## config.mk

```make
export PLATFORM = sky130hd
export DESIGN_NAME = serial_shift_scheduler
export DESIGN_NICKNAME = d
export VERILOG_FILES = /design/src/rtl/serial_shift_pkg.sv /design/src/rtl/serial_shift_scheduler_rr_arbiter2.sv /design/src/rtl/serial_shift_scheduler.sv
export SDC_FILE = /design/constraint.sdc
export NUM_CORES = 1
export LEC_CHECK = 0
export ABC_AREA = 1
export CORE_MARGIN = 2
export CORE_UTILIZATION = 40
export CTS_BUF_LIST = sky130_fd_sc_hd__clkbuf_4 sky130_fd_sc_hd__clkbuf_8
export DETAILED_ROUTE_END_ITERATION = 10
export DONT_BUFFER_PORTS = 1
export GPL_TIMING_DRIVEN = 0
export SLEW_MARGIN = 25
export SYNTH_ARGS = -nofsm -noshare
export SYNTH_HDL_FRONTEND = slang
export SYNTH_HIERARCHICAL = 1
export SYNTH_SLANG_ARGS = --single-unit
```

## constraint.sdc

```tcl
create_clock -name Clock -period 3 [get_ports Clock]
set_clock_uncertainty 0.2 [all_clocks]
set_input_delay 0.6 -clock Clock [delete_from_list [all_inputs] [get_ports Clock]]
set_output_delay 0.6 -clock Clock [all_outputs]
set_load 0.02 [all_outputs]
```

## src/rtl/serial_shift_pkg.sv

```systemverilog
// Shared types and sizing helpers for serial_shift_scheduler.
// Defining SERIAL_SHIFT_SCHED_PARITY_EN appends an even-parity bit to every frame.
package serial_shift_pkg;

  typedef enum logic [1:0] {
    ST_IDLE  = 2'd0,
    ST_SHIFT = 2'd1,
    ST_GAP   = 2'd2
  } state_t;

  localparam int GAP_CNT_W = 4;

`ifdef SERIAL_SHIFT_SCHED_PARITY_EN
  localparam int PARITY_BITS = 1;
`else
  localparam int PARITY_BITS = 0;
`endif

  function automatic int frame_bits(input int width);
    return width + PARITY_BITS;
  endfunction

  function automatic int cnt_width(input int width);
    return $clog2(width + 2);
  endfunction

endpackage

```

## src/rtl/serial_shift_scheduler_rr_arbiter2.sv

```systemverilog
// Two-way round-robin arbiter: on a tie the requester not granted last wins.
module rr_arbiter2 (
  input  logic [1:0] req,
  input  logic       last,
  output logic [1:0] grant,
  output logic       winner
);

  always_comb begin
    winner = (req == 2'b11) ? ~last : req[1];
    grant  = 2'b00;
    if (req != 2'b00) grant[winner] = 1'b1;
  end

endmodule

```

## src/rtl/serial_shift_scheduler.sv

```systemverilog
// Shares one LSB-first serial channel between two requesters with a fixed idle gap.
// Optional even parity bit under SERIAL_SHIFT_SCHED_PARITY_EN.
module serial_shift_scheduler
  import serial_shift_pkg::*;
#(
  parameter int WIDTH = 8,
  parameter int GAP   = 1
) (
  input  logic             Clock,
  input  logic             Reset,
  input  logic             Req0_Valid,
  input  logic [WIDTH-1:0] Req0_Data,
  output logic             Req0_Ready,
  input  logic             Req1_Valid,
  input  logic [WIDTH-1:0] Req1_Data,
  output logic             Req1_Ready,
  output logic             Sout,
  output logic             Sout_Valid,
  output logic             Grant_Id,
  output logic             Busy,
  output logic             Done,
  output logic [1:0]       Dbg_State
);

  localparam int CNT_W = cnt_width(WIDTH);
  localparam int FB    = frame_bits(WIDTH);
  localparam logic [CNT_W-1:0]     LAST_BIT = CNT_W'(FB - 1);
  localparam logic [GAP_CNT_W-1:0] GAP_LAST = GAP_CNT_W'(GAP - 1);

  state_t               state_q, state_d;
  logic [WIDTH-1:0]     sreg_q;
  logic [CNT_W-1:0]     cnt_q;
  logic [GAP_CNT_W-1:0] gap_q;
  logic                 ptr_q, granted_q;
  logic                 sout_valid_q, done_q, busy_q, grant_id_q;
  logic                 sout_valid_d, done_d, accept;
  logic [1:0]           grant_oh;
  logic                 winner, arb_last;
  logic [WIDTH-1:0]     arb_data;

`ifdef SERIAL_SHIFT_SCHED_PARITY_EN
  localparam logic [CNT_W-1:0] PAR_POS = CNT_W'(WIDTH - 1);
  logic par_q;
`endif

  // Until the first grant, present "last = 1" so requester 0 takes the first tie.
  assign arb_last = granted_q ? ptr_q : 1'b1;

  rr_arbiter2 u_arb (
    .req    ({Req1_Valid, Req0_Valid}),
    .last   (arb_last),
    .grant  (grant_oh),
    .winner (winner)
  );

  assign arb_data = winner ? Req1_Data : Req0_Data;

  // Handshake: a word moves on any edge where Valid and Ready are both high.
  // Ready is only offered in IDLE, to the arbiter winner, and is held low in reset.
  assign Req0_Ready = Reset && (state_q == ST_IDLE) && grant_oh[0];
  assign Req1_Ready = Reset && (state_q == ST_IDLE) && grant_oh[1];

  always_comb begin
    state_d      = state_q;
    accept       = 1'b0;
    sout_valid_d = 1'b0;
    done_d       = 1'b0;
    case (state_q)
      ST_IDLE: begin
        if (|grant_oh) begin
          accept       = 1'b1;
          sout_valid_d = 1'b1;
          state_d      = ST_SHIFT;
        end
      end
      ST_SHIFT: begin
        if (cnt_q == LAST_BIT) begin
          state_d = ST_GAP;
          done_d  = 1'b1;
        end else begin
          sout_valid_d = 1'b1;
        end
      end
      ST_GAP: begin
        if (gap_q == GAP_LAST) state_d = ST_IDLE;
      end
      default: state_d = ST_IDLE;
    endcase
  end

  always_ff @(posedge Clock or negedge Reset) begin
    if (!Reset) begin
      state_q      <= ST_IDLE;
      sreg_q       <= '0;
      cnt_q        <= '0;
      gap_q        <= '0;
      ptr_q        <= 1'b0;
      granted_q    <= 1'b0;
      sout_valid_q <= 1'b0;
      done_q       <= 1'b0;
      busy_q       <= 1'b0;
      grant_id_q   <= 1'b0;
`ifdef SERIAL_SHIFT_SCHED_PARITY_EN
      par_q        <= 1'b0;
`endif
    end else begin
      state_q      <= state_d;
      sout_valid_q <= sout_valid_d;
      done_q       <= done_d;
      busy_q       <= (state_d != ST_IDLE);
      gap_q        <= (state_q == ST_GAP) ? gap_q + GAP_CNT_W'(1) : '0;
      if (accept) begin
        sreg_q     <= arb_data;
        cnt_q      <= '0;
        grant_id_q <= winner;
        ptr_q      <= winner;
        granted_q  <= 1'b1;
`ifdef SERIAL_SHIFT_SCHED_PARITY_EN
        par_q      <= ^arb_data;
`endif
      end else if (state_q == ST_SHIFT) begin
        cnt_q <= cnt_q + CNT_W'(1);
`ifdef SERIAL_SHIFT_SCHED_PARITY_EN
        // The parity bit is dropped into bit 0 once the last data bit has been shown.
        if (cnt_q == PAR_POS) sreg_q <= WIDTH'(par_q);
        else                  sreg_q <= {1'b0, sreg_q[WIDTH-1:1]};
`else
        sreg_q <= {1'b0, sreg_q[WIDTH-1:1]};
`endif
      end
    end
  end

  // Bit 0 of the shift register is the line; zero-fill leaves it low in GAP and IDLE.
  assign Sout       = sreg_q[0];
  assign Sout_Valid = sout_valid_q;
  assign Grant_Id   = grant_id_q;
  assign Busy       = busy_q;
  assign Done       = done_q;
  assign Dbg_State  = state_q;

endmodule

```

Yosys cells after proc, flatten, opt, wreduce, memory -nomap -nowiden

Cells that the tools add are included.

$add $sub $neg: 2
Magnitude comparators: 2
Equal/unequal tests: 4
Mux-type cells: 21
Bitwise gates (word level): 1
Reductions and logical operators: 10

Operator list:

| kind                | number |
|---|---|
| $mux 8              | 3 |
| $mux 4              | 3 |
| $add 4x1->4 const B | 2 |
| $mux 1              | 8 |
| $mux 2              | 4 |
| $pmux 2 s3          | 1 |
| $reduce_bool 2->1   | 3 |
| $eq 2x2->1 const B  | 2 |
| $eq 4x3->1 const B  | 1 |
| $logic_and 1x1->1   | 4 |
| $logic_not 4->1     | 1 |
| $eq 2x1->1 const B  | 1 |
| $logic_not 2->1     | 1 |
| $lt 1x2->1 const B  | 1 |
| $pmux 1 s2          | 1 |
| $reduce_or 2->1     | 1 |
| $demux 1 s1         | 1 |
| $ge 1x1->1 const B  | 1 |
| $not 1->1           | 1 |

Bits in registers: 23
Input bits: 20
Output and inout bits: 9
Logic and storage cells: 49

Logic depth before layout (Yosys ltp)

Word-level depth: 12
Gate-level depth with buffers: 11
Depth with buffers taken out: 11

By module

Netlist, hierarchy kept.

By module, submodules not included:

| module                 | times used | cells each | area each (µm²) | sequential area each (µm²) |
|---|---|---|---|---|
| serial_shift_scheduler | 1          | 145        | 1194.9          | 575.6 |
| rr_arbiter2            | 1          | 6          | 25.0            | 0.0 |

Worst setup path before layout

No wires, ideal clock.

Path kind: register to output
Start: reg, netlist name Grant_Id
End: out Req1_Ready
Arrival: 1.250 ns
Data required time: 2.200 ns
Slack: 0.950 ns
Cell stages (with the launch flop): 5
Path buffers: 0
Cells stage by stage: dfrtp_1 or2_2 a21oi_1 inv_1 nor2_1

RTL lines:

| item             | line                         | source |
|---|---|---|
| end: declaration | serial_shift_scheduler.sv:16 | `output logic Req1_Ready,` |

==> results <==
- Counting the fill cells in the layout gives 316.
- In this run the power density over the cells is 897 nW/um^2.
- The signal on the critical path passes through or2_2 > a21oi_1 > inv_1 > nor2_1.
- The simple-gate portion of the synthesized area is 37.9%.
- The finished cells cover approximately 1300 um^2.
- The area growth from synthesis to final layout is 6.26%.
- The count of inserted antenna diode cells is 0.
- Multiplexer cells account for 0% of the synthesized area.
- Yosys printed 6 warnings.
- After synthesis the netlist holds a flip-flop and latch count of 23.
- The largest individual stage delay along the critical path comes from the cell dfrtp_1.
- The final clock period utilization by the worst path is just over 80%.
- Once detail routing completed, the nets flagged for antenna violations numbered 0.
- The overall fraction of global-route tracks in use is ~15%.
- TritonCTS built the clock tree.
- The number of global-route vias before repair is around 930.
- CTS built an H-tree with a depth of 1.
- The average detailed-routed wire length per instance is about 11 um.
- The main combinational cell family by area after synthesis is simple AND/OR/NAND/NOR gates.
- The area of the core is 2980 um^2.
- The part of the power in registers is 46.0%.
- The combinational share of power is between 40% and 50%.
- STA classifies the critical path endpoint as an output pin.
- For this run, the slowest stage of the critical path takes between 400 and 500 ps.
- The number of CTS-inserted buffers is 3.
- The die is 59.2 um wide.
- Derived from the worst setup path, the maximum achievable clock frequency is 0.410 GHz.
- The number of buffers on the longest clock path is 2.
- Data on the critical path is required at its endpoint by roughly 2200 ps.
- The number of max-cap violations is 0.
- The average via count per standard cell is slightly below 5.
- Counting every net in the synthesized netlist gives between 150 and 200.
- The largest net degree at the start of global routing is 24.
- The quantity of I/O buffers inserted on ports is 0.
- Routability-driven placement finished with a final weighted congestion of between 0.7 and 0.8.
- The total overflow reported by the global router is 0.
- The routed design has roughly 2200 um of wire.
- The floorplan step set the die height to between 50 and 60 um.
- The final number of hold-violating endpoints is 0.
- The placed wire-length estimate is ~1600 um.
- Of the total power, the clock network draws about an eighth.
- The first global-routing pass estimated between 3000 and 4000 um of wire.
- The detailed router finished its first iteration with 19 violations.
- The complex-gate fraction of the synthesized area is under 10%.
- Setup total negative slack on the finished layout was measured at 0 ps.
- In this run the critical register-to-register path is captured at sreg_q[4].
- The initial standard-cell utilization of the core is about 41%.
- The worst hold path class is in2async.
- The post-cts gate resize count is 0.
- The floorplan row count is 20.
- The worst pin sits at a relative slew slack of approximately two thirds.
- The final setup violation count is 0.
- The reg-to-reg setup timing slack is 1110 ps.
- The clock root buffer is clkbuf_4.
- Synthesis produced a netlist whose cell count is roughly 150.
- The net count of the finished layout is 180.
- The initial antenna violation count is 0.
- Along the worst path, the maximum fanout reaches 3.
- The via count is about 940.
- Summing every instance area after synthesis gives roughly 1200 um^2.
- The worst setup path is launched from a flip-flop.
- Summing the areas of all fa, ha and maj instances in the mapped netlist gives between 3 and 4% of the synthesized area.
- The full die area is around 3500 um^2.
- In the layout the commonest cells are 62 x nand2_1, 23 x dfrtp_1, 11 x nand3_1.
- The number of detailed-route iterations in the first pass is 3.
- The clock drives 23 sinks.
- The final critical path time including I/O delays and setup is 2440 ps.
- The internal portion of the total power is ~0.00066 W.
- The startpoint identified for the worst register-to-register timing path is Grant_Id.
- The switching share of total power is between 40% and 50%.
- The leakage power total is around 0.69 nW.
- The type of the worst setup path is reg2out.
- For this design the total switching power over the nets is approximately 0.0005 W.
- The unique cell type count in the Yosys netlist is 23.
- The clock latency on the worst-skew pair is around 300 ps.
- Data arrives at the worst endpoint at 1640 ps.
- The mean instance size in the synthesized netlist is roughly 8.1 um^2.
- The count of final max-slew check failures is 0.
- The power consumption is ~0.0012 W.
- The depth of the most critical reg-to-reg path is 8.
- IR analysis of the VDD net gives a maximum drop of between 0.2 and 0.3 mV.
- After clock tree synthesis, the clock-pin slew on the worst setup and hold paths is roughly 120 ps.
- The share of the Yosys chip area taken by registers is between 40% and 50%.
- Setup repair after global routing left no endpoint under its margin.
- The number of primary I/O pins is 29.
- The run finished with clean final reports.
- The synthesized netlist devotes less than 1% of its cell area to XOR and XNOR gates.
- In the final layout, the share of cells above drive strength 1 is between 15 and 20%.
- The most common cell after layout, fill and taps aside is nand2_1.
- The placed instance area is around 1300 um^2.
- The slew at the pin closest to its max-slew limit is 507 ps.
- The remaining design rule violation count is 0.
## state kept, by name, summed over array words and instances (netlist names)
| name | count |
|---|---|
| Grant_Id | 1 |
| Dbg_State | 2 |
| Busy | 1 |
| granted_q | 1 |
| sreg_q | 8 |
| Sout_Valid | 1 |
| gap_q | 4 |
| Done | 1 |
| cnt_q | 4 |
## per-stage QoR
| step | std cells | utilization [%] | worst slack [ps] | hold WS [ps] |
|---|---|---|---|---|
| floorplan | 151 | - | 950 | 104 |
| global placement | 184 | 42.4 | 901 | 105 |
| detailed placement | 184 | 42.4 | 907 | 105 |
| CTS | 189 | 43.7 | 545 | 273 |
| global route | 189 | 43.5 | 418 | 61.5 |
| finish | 189 | 43.5 | 561 | 43.7 |
## cell type report
type                            count  area [um^2]  area share [%]
Timing Repair Buffer                1         5.00           0.386
Multi-Input combinational cell    110          553            42.7
Sequential cell                    23          576            44.4
Buffer                              4         38.8            2.99
Inverter                           14         52.6            4.05
Clock buffer                        4         30.0            2.32
Tap cell                           33         41.3            3.19
## what timing repair did
item / CTS / global route
hold endpoints to repair: 23 / 0
hold buffers: 1 / 0
setup buffers: 0 / 0
## worst max-delay path by stage
stage | start | endpoint | cells after the start
floorplan | Grant_Id | Req1_Ready | 4
global placement | Grant_Id | Req1_Ready | 4
detailed placement | Grant_Id | Req1_Ready | 4
CTS | Grant_Id | Req1_Ready | 4
global route | Grant_Id | Req1_Ready | 4
finish | Grant_Id | Req1_Ready | 4
## worst max-delay path, delay by kind of cell, from the launching register on
family	cells	cell delay [ps]
and+or+nand+nor	2	660
DFF	1	480
AOI/OAI and AO/OA	1	130
buffers and inverters	1	60
## layer usage
layer  track usage, %  vias to the layer above  wire length [um]
li1                 -                      484                 -
met1             18.9                      428              1010
met2             25.0                       24              1030
met3             1.53                        2                92
met4             6.17                        0                24
met5                0                        -                 0
## Yosys cell counts
library cell / instances / area, um^2
o21ai_1: 1 / 5.00
or2_1: 1 / 6.26
o21ai_2: 1 / 8.76
nand3_2: 9 / 90.1
buf_8: 1 / 15.0
ha_1: 3 / 37.5
nor2_4: 1 / 11.3
inv_2: 4 / 15.0
nor2_2: 1 / 6.26
buf_2: 1 / 5.00
a21oi_1: 4 / 20.0
dfrtp_1: 23 / 576
nor2_1: 10 / 37.5
nand2_4: 1 / 11.3
buf_6: 1 / 11.3
buf_4: 1 / 7.51
or2_2: 1 / 6.26
xnor2_1: 1 / 8.76
inv_1: 10 / 37.5
nand2_1: 62 / 233
nand3_1: 11 / 55.1
nand4_1: 1 / 6.26
o21ai_0: 2 / 10.0
## power groups by stage
stage / Sequential, W / Clock [W] / Combinational (W)
global placement: 0.000540 / 0 / 0.000460
finish: 0.000534 / 0.000150 / 0.000478
detailed placement: 0.000542 / 0 / 0.000478
floorplan: 0.000526 / 0 / 0.000397
CTS: 0.000535 / 0.000158 / 0.000486
global route: 0.000550 / 0.000169 / 0.000549
## cells by family (layout without fill, tap and decap cells)
logic type,Yosys count,in the layout
AND/OR/NAND/NOR,98,98
XOR/XNOR,1,1
adder cells (fa/ha/maj),3,3
AO/OA/AOI/OAI,8,8
flip-flops,23,23
buffers and inverters,18,23
Power figures use the tool's default switching activity.
